`src/rtl/instr_sequencer.sv`:
```
// Instruction fetch/execute sequencer: fetches into the IR, steps through one or two
// execute cycles and owns the status flags. Optional retired counter: INSTR_COUNT_EN.
module instr_sequencer #(
    parameter int                 INSTR_W  = 32,
    parameter logic [INSTR_W-1:0] IR_RESET = '0,
    parameter int                 CNT_W    = 32
) (
    input  logic               clock,
    input  logic               reset_n,
    output logic               mem_req,
    input  logic               mem_ack,
    input  logic [INSTR_W-1:0] mem_rdata,
    input  logic               stall,
    input  logic               cw_state,
    input  logic               status_load,
    input  logic [3:0]         alu_status,
    output logic [INSTR_W-1:0] instr,
    output logic               state,
    output logic               exec_valid,
    output logic               pc_advance,
    output logic [3:0]         status
`ifdef INSTR_COUNT_EN
    ,
    output logic [CNT_W-1:0]   retired_cnt
`endif
);

    typedef enum logic [1:0] {
        IDLE  = 2'd0,
        FETCH = 2'd1,
        EXEC0 = 2'd2,
        EXEC1 = 2'd3
    } fsm_t;

    fsm_t               fsm_reg;
    fsm_t               fsm_next;
    logic [INSTR_W-1:0] ir_reg;
    logic [3:0]         status_reg;

    always_ff @(posedge clock or negedge reset_n) begin
        if (!reset_n) begin
            fsm_reg <= IDLE;
        end else begin
            fsm_reg <= fsm_next;
        end
    end

    always_comb begin
        fsm_next = fsm_reg;
        case (fsm_reg)
            IDLE:  fsm_next = FETCH;
            FETCH: if (mem_ack) fsm_next = EXEC0;
            EXEC0: if (!stall) fsm_next = cw_state ? EXEC1 : FETCH;
            EXEC1: if (!stall) fsm_next = FETCH;
            default: fsm_next = IDLE;
        endcase
    end

    assign mem_req    = (fsm_reg == FETCH);
    assign exec_valid = (fsm_reg == EXEC0) || (fsm_reg == EXEC1);
    assign state      = (fsm_reg == EXEC1);
    // In EXEC1 cw_state is a don't-care: a second cycle always completes the instruction.
    assign pc_advance = exec_valid & ~stall & (state | ~cw_state);

    always_ff @(posedge clock or negedge reset_n) begin
        if (!reset_n) begin
            ir_reg <= IR_RESET;
        end else if (mem_req && mem_ack) begin
            ir_reg <= mem_rdata;
        end
    end

    always_ff @(posedge clock or negedge reset_n) begin
        if (!reset_n) begin
            status_reg <= 4'b0000;
        end else if (exec_valid && status_load && !stall) begin
            status_reg <= alu_status;
        end
    end

    assign instr  = ir_reg;
    assign status = status_reg;

`ifdef INSTR_COUNT_EN
    logic [CNT_W-1:0] cnt_reg;

    always_ff @(posedge clock or negedge reset_n) begin
        if (!reset_n) begin
            cnt_reg <= '0;
        end else if (pc_advance) begin
            cnt_reg <= cnt_reg + 1'b1;
        end
    end

    assign retired_cnt = cnt_reg;
`endif

endmodule

```
`config.mk`:
```
export PLATFORM = sky130hd
export DESIGN_NAME = instr_sequencer
export DESIGN_NICKNAME = d
export VERILOG_FILES = /design/src/rtl/instr_sequencer.sv
export SDC_FILE = /design/constraint.sdc
export NUM_CORES = 1
export LEC_CHECK = 0
export BUFFER_PORTS_ARGS = -buffer_cell sky130_fd_sc_hd__buf_2
export CAP_MARGIN = 10
export CORE_ASPECT_RATIO = 1.5
export CORE_MARGIN = 2
export CORE_UTILIZATION = 30
export DETAILED_ROUTE_END_ITERATION = 16
export SYNTH_ARGS = -nofsm -noshare
export SYNTH_HDL_FRONTEND = slang
export SYNTH_SLANG_ARGS = --single-unit
```
`constraint.sdc`:
```
create_clock -name clock -period 1.8 [get_ports clock]
set_clock_uncertainty 0.05 [all_clocks]
set_input_delay 0.27 -clock clock [delete_from_list [all_inputs] [get_ports clock]]
set_output_delay 0.27 -clock clock [all_outputs]
set_load 0.05 [all_outputs]
```
==> run_results.csv, run 1 <==
group,metric,value,unit
route,vias_per_cell,4.29,
layout,n_antenna_cell,0,
clock_network,htree_levels,2,
global_routing,grt_pass1_wl,5240,µm
layout,final_nets,230,
setup_path,cp-start-kind,"flip-flop",
min_path,hold_class,"in -> async",
setup_path,required,1480,ps
synthesis,ys_seq_area_frac,0.623,
setup_path,cp_slowest_cell,"dfrtp_1",
route,antenna_left,0,
sta,worst_pin_slew,830,ps
setup_path,critPathMaxFanout,4,
floorplanning,die_area,0.00569,mm²
sta,fin_crit,1730,ps
placement,port_buffers,81,
route,routed_wl,3170,µm
floorplanning,die_w,62.2,µm
floorplanning,core,0.00485,mm²
floorplanning,io_pins,82,
synthesis,syn-cell-area,0.00153,mm²
floorplanning,dieHeight,91.4,µm
global_routing,antenna_found_initial,0,
sta,rsz0062_at_grt,"false",
sta,final_max_slew_viol_count,0,
layout,final-seq-area,952,µm²
setup_path,arrival,1410,ps
placement,dpl.hpwl,2480,µm
setup_path,worstSetupPathType,"reg -> out",
layout,area_growth,42.0,%
global_routing,grt_pass1_vias,1178,
global_routing,grtUsageMet2,0.226,
placement,gp_congestion,0.703,
global_routing,overflow,0,
synthesis,avgSynthCellArea,15.9,µm²
sta,hold_viol,0,
clock_network,cts_hold_buffers,0,
sta,fin_crit_sh,0.963,
global_routing,grtUsageMet1,0.113,
global_routing,top_usage_layer,"met2",
setup_path,cp_cell_sequence,"ha_2, inv_1, a211oi_4, buf_4",
synthesis,synth_fp_nets,142,
layout,num-fill-cells,473,
floorplanning,rows,31,
clock_network,clk_pin_slew,70,ps
route,drt-wirelength-per-cell,12.6,µm
layout,multiInputGateArea,564,µm²
synthesis,postSynthCellCount,96,
sta,tns,0,ps
route,first_iter_violations,4,
global_routing,grt_use_met3,0.0335,
floorplanning,start_util,0.315,
setup_path,critPathMaxStageDelay,410,ps
sta,slew_headroom,0.446,
route,vias,1078,
global_routing,track_usage,0.117,
setup_path,timing.rr.start,"fsm_reg[0]",
sta,setup_violations,0,
global_routing,grt_max_degree,39,
setup_path,endpoint_kind,"primary output",
clock_network,insertion_delay,280,ps
layout,largest_reg_flops,32,
synthesis,yosys_register_bits,38,
synthesis,ys_warn_count,0,
setup_path,crit_start,"fsm_reg[0]",
clock_network,clock-sinks,38,
route,drcViolationCount,0,
clock_network,numCtsBuffers,5,
route,drtPass1Iterations,2,
sta,timing.fmax,0.577,GHz
synthesis,synthDistinctLibCells,17,
layout,mostFrequentLayoutCell,"buf_2",
clock_network,cts_tree,"built",
layout,layout_common_cells,"buf_2 (78), dfrtp_1 (37), mux2_2 (32)",
status,status,"finished, final reports clean",
clock_network,cts_root_buf,"clkbuf_8",
layout,drive_gt1_frac,0.719,
run,cap_viol_max_count,0,
clock_network,cts.path.max_buffers,2,
[synthesized netlist by cell type (all sizes together)]
library cell   n  area (µm²)
nor2b          1        6.26
o21ai          1        5.00
o211ai         1        7.51
a21oi          1        5.00
mux2          36         420
inv            3        11.3
nand2          2        7.51
nor2           1        3.75
mux2i          1        10.0
buf            3        15.0
a211oi         1        7.51
or2            1        8.76
nand3          1        5.00
ha             4        50.1
and3b          1        12.5
dfrtp         38         951
[worst max-delay path: cells and delay by family (launching register included)]
family                     cells  cell delay, ps
buffers and inverters          2             300
adders and majority gates      1             210
AOI/OAI and AO/OA              1             220
DFF                            1             410
[cells by family (layout without fill, tap and decap cells)]
logic type      after synthesis  count (layout)  share of synthesized area
fa+ha+maj                     4               4                     0.0328
flops                        38              38                      0.623
simple gates                  7               7                     0.0287
mux                          37              37                      0.282
buf+inv                       6              95                     0.0172
compound gates                4               4                     0.0164
[cell type report]
cell class                 instances  area share
sequential                        38       0.439
inverter                           3     0.00520
multi-input combinational         52       0.260
clock buffer                       5      0.0318
timing repair buffer              84       0.207
tap                               66      0.0381
clock inverter                     3      0.0185
[worst paths after layout]
path	end	slack (ps)	depth (start not counted)
max in group asynchronous	fsm_reg[1]	1100	1
max	pc_advance	70	4
min	instr[15]	30	1
min in group clock	status[0]	170	2
max reg2reg	status[3]	180	5
min reg2reg	instr[20]	450	1
[layer usage]
metal  wire (µm)  part of all wire
met1        1100              0.35
met2        1840              0.58
met3         196             0.062
met4          42             0.013
met5           0                 0
[what timing repair did]
item / CTS / global route
endpoints found under the setup margin: 1 / 4
gates resized for setup: 1 / 4
buffers inserted: 0 / 1
gates cloned: 0 / 0
[stage by stage]
step / std cells / hold WS (ps) / util / instance area [µm²] / setup WS [ps]
after detailed placement: 242 / 374 / 0.421 / 2040 / 149
after floorplan: 96 / -75.6 / - / 1540 / 45.3
after global placement: 242 / 342 / 0.421 / 2040 / 224
after CTS: 250 / 67.6 / 0.444 / 2150 / 23.7
final: 251 / 33.8 / 0.447 / 2170 / 67.4
after global routing: 251 / 82.7 / 0.447 / 2170 / 2.65
Power of run 1 is left out: the tool's default activity adds up to more than one toggle a clock period on the data nets, which glitch-free logic cannot reach.
==> inputs of run 2 (changes only) <==
--- a/config.mk
+++ b/config.mk
@@ -9,8 +9,9 @@
 export CAP_MARGIN = 10
 export CORE_ASPECT_RATIO = 1.5
 export CORE_MARGIN = 2
-export CORE_UTILIZATION = 30
+export CORE_UTILIZATION = 44
 export DETAILED_ROUTE_END_ITERATION = 16
+export PLACE_DENSITY = 0.79
 export SYNTH_ARGS = -nofsm -noshare
 export SYNTH_HDL_FRONTEND = slang
 export SYNTH_SLANG_ARGS = --single-unit
==> run_results.csv, run 2 (same netlist as run 1, synthesis figures left out) <==
group,metric,value,unit
global_routing,overflow,0,
placement,place_ws,126,ps
clock_network,cts_tree,"built",
layout,layout_common_cells,"buf_2 (79), dfrtp_1 (38), mux2_2 (32)",
setup_path,critPathMaxFanout,5,
global_routing,grt_use_met3,0.0529,
route,antenna_left,0,
global_routing,track_usage,0.175,
global_routing,grt_max_degree,39,
floorplanning,die_area,0.00397,mm²
route,vias,1089,
floorplanning,core,0.00335,mm²
setup_path,arrival,1430,ps
route,drt-wirelength-per-cell,14.8,µm
global_routing,antenna_found_initial,0,
route,routed_wl,3340,µm
sta,setup_violations,0,
clock_network,cts_hold_buffers,0,
layout,final_nets,230,
clock_network,htree_levels,2,
placement,gp_congestion,0.678,
sta,rsz0062_at_grt,"true",
setup_path,timing.rr.start,"fsm_reg[0]",
layout,stdcell_area,0.00211,mm²
placement,placed_cell_area,0.00201,mm²
run,cap_viol_max_count,0,
sta,timing.fmax,0.572,GHz
layout,n_antenna_cell,0,
clock_network,clock-sinks,38,
setup_path,critPathMaxStageDelay,410,ps
setup_path,reg2regPathDepth,5,
placement,port_buffers,81,
setup_path,endpoint_kind,"primary output",
sta,worst_pin_slew,837,ps
clock_network,clk_pin_slew,70,ps
setup_path,required,1480,ps
layout,drive_gt1_frac,0.712,
route,first_iter_violations,12,
sta,slew_headroom,0.442,
clock_network,cts_root_buf,"clkbuf_8",
setup_path,r2r_end,"instr[11]",
setup_path,cp_slowest_cell,"dfrtp_1",
status,status,"finished, final reports clean",
route,drcViolationCount,0,
route,drtPass1Iterations,4,
global_routing,grt_pass1_wl,5080,µm
setup_path,crit_family,"flip-flops",
floorplanning,rows,26,
global_routing,grt_pass1_vias,1137,
layout,num-fill-cells,278,
setup_path,cp-start-kind,"flip-flop",
sta,hold_viol,0,
floorplanning,dieHeight,76.1,µm
layout,mostFrequentLayoutCell,"buf_2",
setup_path,critical_path_buf_inv_count,2,
placement,dpl.hpwl,2640,µm
setup_path,worstSetupPathType,"reg -> out",
sta,final_max_slew_viol_count,0,
global_routing,grtUsageMet1,0.167,
floorplanning,start_util,0.456,
global_routing,grtUsageMet2,0.332,
clock_network,numCtsBuffers,5,
sta,fin_crit,1750,ps
setup_path,cp_cell_sequence,"ha_2, inv_1, a211oi_4, buf_6",
layout,largest_reg_flops,32,
floorplanning,io_pins,82,
layout,area_growth,38.3,%
sta,worst_slack,53.1,ps
floorplanning,die_w,52.1,µm
sta,fin_crit_sh,0.970,
clock_network,insertion_delay,280,ps
setup_path,r2r_slack,120,ps
global_routing,top_usage_layer,"met2",
min_path,hold_class,"in -> async",
route,vias_per_cell,4.82,
clock_network,cts.path.max_buffers,2,
==> run 2: cell types whose count changed in the layout (fill, tap and decap cells not counted) <==
cell,before,now
clkbuf_4,1,0
dfrtp_2,1,0
buf_2,78,79
buf_4,4,2
dfrtp_1,37,38
buf_6,0,2
bufinv_16,1,0
==> run 2: how the worst max path moves through the flow <==
stage,startpoint,endpoint,slack (ps),depth (start not counted)
finish,fsm_reg[1],pc_advance,50,4
floorplan,fsm_reg[1],status[0],50,4
detailed placement,fsm_reg[1],instr[16],130,5
global placement,fsm_reg[0],status[3],220,5
global route,fsm_reg[1],pc_advance,-30,4
CTS,fsm_reg[1],pc_advance,10,4
==> run 2: what timing repair did <==
item | CTS | global route
endpoints found under the setup margin | 1 | 2
endpoints found under the hold margin | 0 | 0
resized for setup | 1 | 4
buffers inserted | 0 | 1
==> run 2: final cells by class <==
class,instances,area (µm²),area share
Sequential cell,38,951,0.451
Clock buffer,5,68.8,0.0326
Multi-Input combinational cell,52,564,0.267
Clock inverter,2,10.0,0.00474
Inverter,3,11.3,0.00533
Timing Repair Buffer,84,453,0.215
Tap cell,42,52.6,0.0249
==> run 2: layer usage <==
layer / share of wire / vias to the layer above / wire length (µm)
met4: 0.0048 / 0 / 16
met5: 0 / - / 0
met3: 0.061 / 2 / 203
li1: - / 505 / -
met1: 0.33 / 537 / 1120
met2: 0.60 / 45 / 2000
==> run 2: metrics by stage <==
stage | instances | utilization | setup TNS, ps | hold slack (ps)
global placement | 218 | 0.600 | 0 | 343
finish | 226 | 0.630 | 0 | 39.7
global route | 226 | 0.630 | -26.5 | 100
floorplan | 96 | - | 0 | -75.6
detailed placement | 218 | 0.600 | 0 | 367
CTS | 225 | 0.625 | 0 | 65.9
Power of run 2 is left out for the same reason.
==> inputs of run 3 (changes only) <==
--- a/config.mk
+++ b/config.mk
@@ -6,11 +6,11 @@
 export NUM_CORES = 1
 export LEC_CHECK = 0
 export BUFFER_PORTS_ARGS = -buffer_cell sky130_fd_sc_hd__buf_2
-export CAP_MARGIN = 10
 export CORE_ASPECT_RATIO = 1.5
 export CORE_MARGIN = 2
 export CORE_UTILIZATION = 44
 export DETAILED_ROUTE_END_ITERATION = 16
+export GPL_TIMING_DRIVEN = 0
 export PLACE_DENSITY = 0.79
 export SYNTH_ARGS = -nofsm -noshare
 export SYNTH_HDL_FRONTEND = slang
==> run_results.csv, run 3 (same netlist as run 1, synthesis figures left out) <==
group,metric,value,unit
status,status,"finished, final reports clean",
layout,mostFrequentLayoutCell,"buf_2",
global_routing,overflow,0,
sta,fin_crit,1730,ps
layout,largest_reg_flops,32,
sta,hold_viol,0,
route,routed_wl,3110,µm
sta,rsz0062_at_grt,"false",
clock_network,insertion_delay,280,ps
route,vias_per_cell,4.82,
route,drcViolationCount,0,
floorplanning,die_area,0.00397,mm²
clock_network,numCtsBuffers,5,
clock_network,clk_pin_slew,70,ps
run,cap_viol_max_count,0,
layout,drive_gt1_frac,0.712,
clock_network,cts_setup_buffers,0,
layout,area_growth,37.5,%
setup_path,critPathMaxFanout,4,
floorplanning,io_pins,82,
route,vias,1090,
setup_path,cp-start-kind,"flip-flop",
placement,gp_congestion,0.661,
clock_network,cts_tree,"built",
floorplanning,start_util,0.456,
placement,port_buffers,81,
route,antenna_left,0,
setup_path,endpoint_kind,"primary output",
setup_path,required,1480,ps
layout,layout_common_cells,"buf_2 (79), dfrtp_1 (38), mux2_2 (32)",
floorplanning,core,0.00335,mm²
sta,fin_crit_sh,0.962,
global_routing,grt_pass1_vias,1152,
floorplanning,rows,26,
sta,worst_pin_slew,805,ps
floorplanning,dieHeight,76.1,µm
layout,final_nets,230,
route,drt-wirelength-per-cell,13.7,µm
global_routing,track_usage,0.170,
placement,dpl.hpwl,2440,µm
sta,slew_headroom,0.463,
floorplanning,die_w,52.1,µm
clock_network,clock-sinks,38,
setup_path,worstSetupPathType,"reg -> out",
placement,placed_cell_area,0.00200,mm²
global_routing,grt_pass1_wl,5000,µm
min_path,hold_class,"in -> async",
sta,timing.fmax,0.577,GHz
layout,n_antenna_cell,0,
clock_network,cts_hold_buffers,0,
setup_path,arrival,1410,ps
clock_network,htree_levels,2,
route,drtPass1Iterations,3,
route,first_iter_violations,9,
sta,final_max_slew_viol_count,0,
global_routing,antenna_found_initial,0,
sta,tns,0,ps
layout,stdcell_area,0.00210,mm²
sta,setup_violations,0,
clock_network,cts.path.max_buffers,2,
clock_network,cts_root_buf,"clkbuf_8",
global_routing,grt_max_degree,39,
run 3: worst max-delay path, stage by stage, from the launching register on:
cell     delay, ps
dfrtp_1        420
inv_1           90
ha_1           230
or2_4          240
buf_6          150
run 3: metal layers:
metal | share of wire | up-vias | GRT usage
li1 | - | 506 | -
met2 | 0.58 | 47 | 0.308
met5 | 0 | - | 0
met1 | 0.33 | 531 | 0.158
met4 | 0.019 | 0 | 0.103
met3 | 0.071 | 6 | 0.0490
run 3: final cells by class:
cell class	instances	area (µm²)
Buffer	3	22.5
Clock buffer	5	68.8
Clock inverter	2	10.0
Fill cell	278	1250
Inverter	3	11.3
Multi-Input combinational cell	52	564
Sequential cell	38	951
Tap cell	42	52.6
Timing Repair Buffer	81	418
run 3: path summary, 6_finish.rpt:
kind	startpoint	endpoint	slack (ps)	depth (start not counted)
worst max-delay path	fsm_reg[0]	exec_valid	70	4
worst min-delay path	reset_n	instr[28]	30	1
worst max register to register	fsm_reg[1]	instr[1]	110	5
worst min register to register	instr[19]	instr[19]	450	1
max in group asynchronous	reset_n	instr[7]	1170	1
min in group clock	alu_status[0]	status[0]	160	2
run 3: stage by stage:
| step | utilization | setup WS, ps | hold WS (ps) | cells |
|---|---|---|---|---|
| 2_1_floorplan | - | 45.3 | -75.6 | 96 |
| 3_5_place_dp | 0.597 | 42.6 | 363 | 219 |
| 5_1_grt | 0.626 | 21.6 | 103 | 226 |
| 3_3_place_gp | 0.597 | 102 | 343 | 219 |
| 4_1_cts | 0.621 | 1.22 | 54.6 | 226 |
| 6_report | 0.626 | 68.1 | 28.2 | 226 |
run 3: what timing repair did:
item	4_1_cts	5_1_grt
endpoints found under the setup margin	1	32
pin swaps	0	1
resized for setup	1	10
Power of run 3 is left out for the same reason.
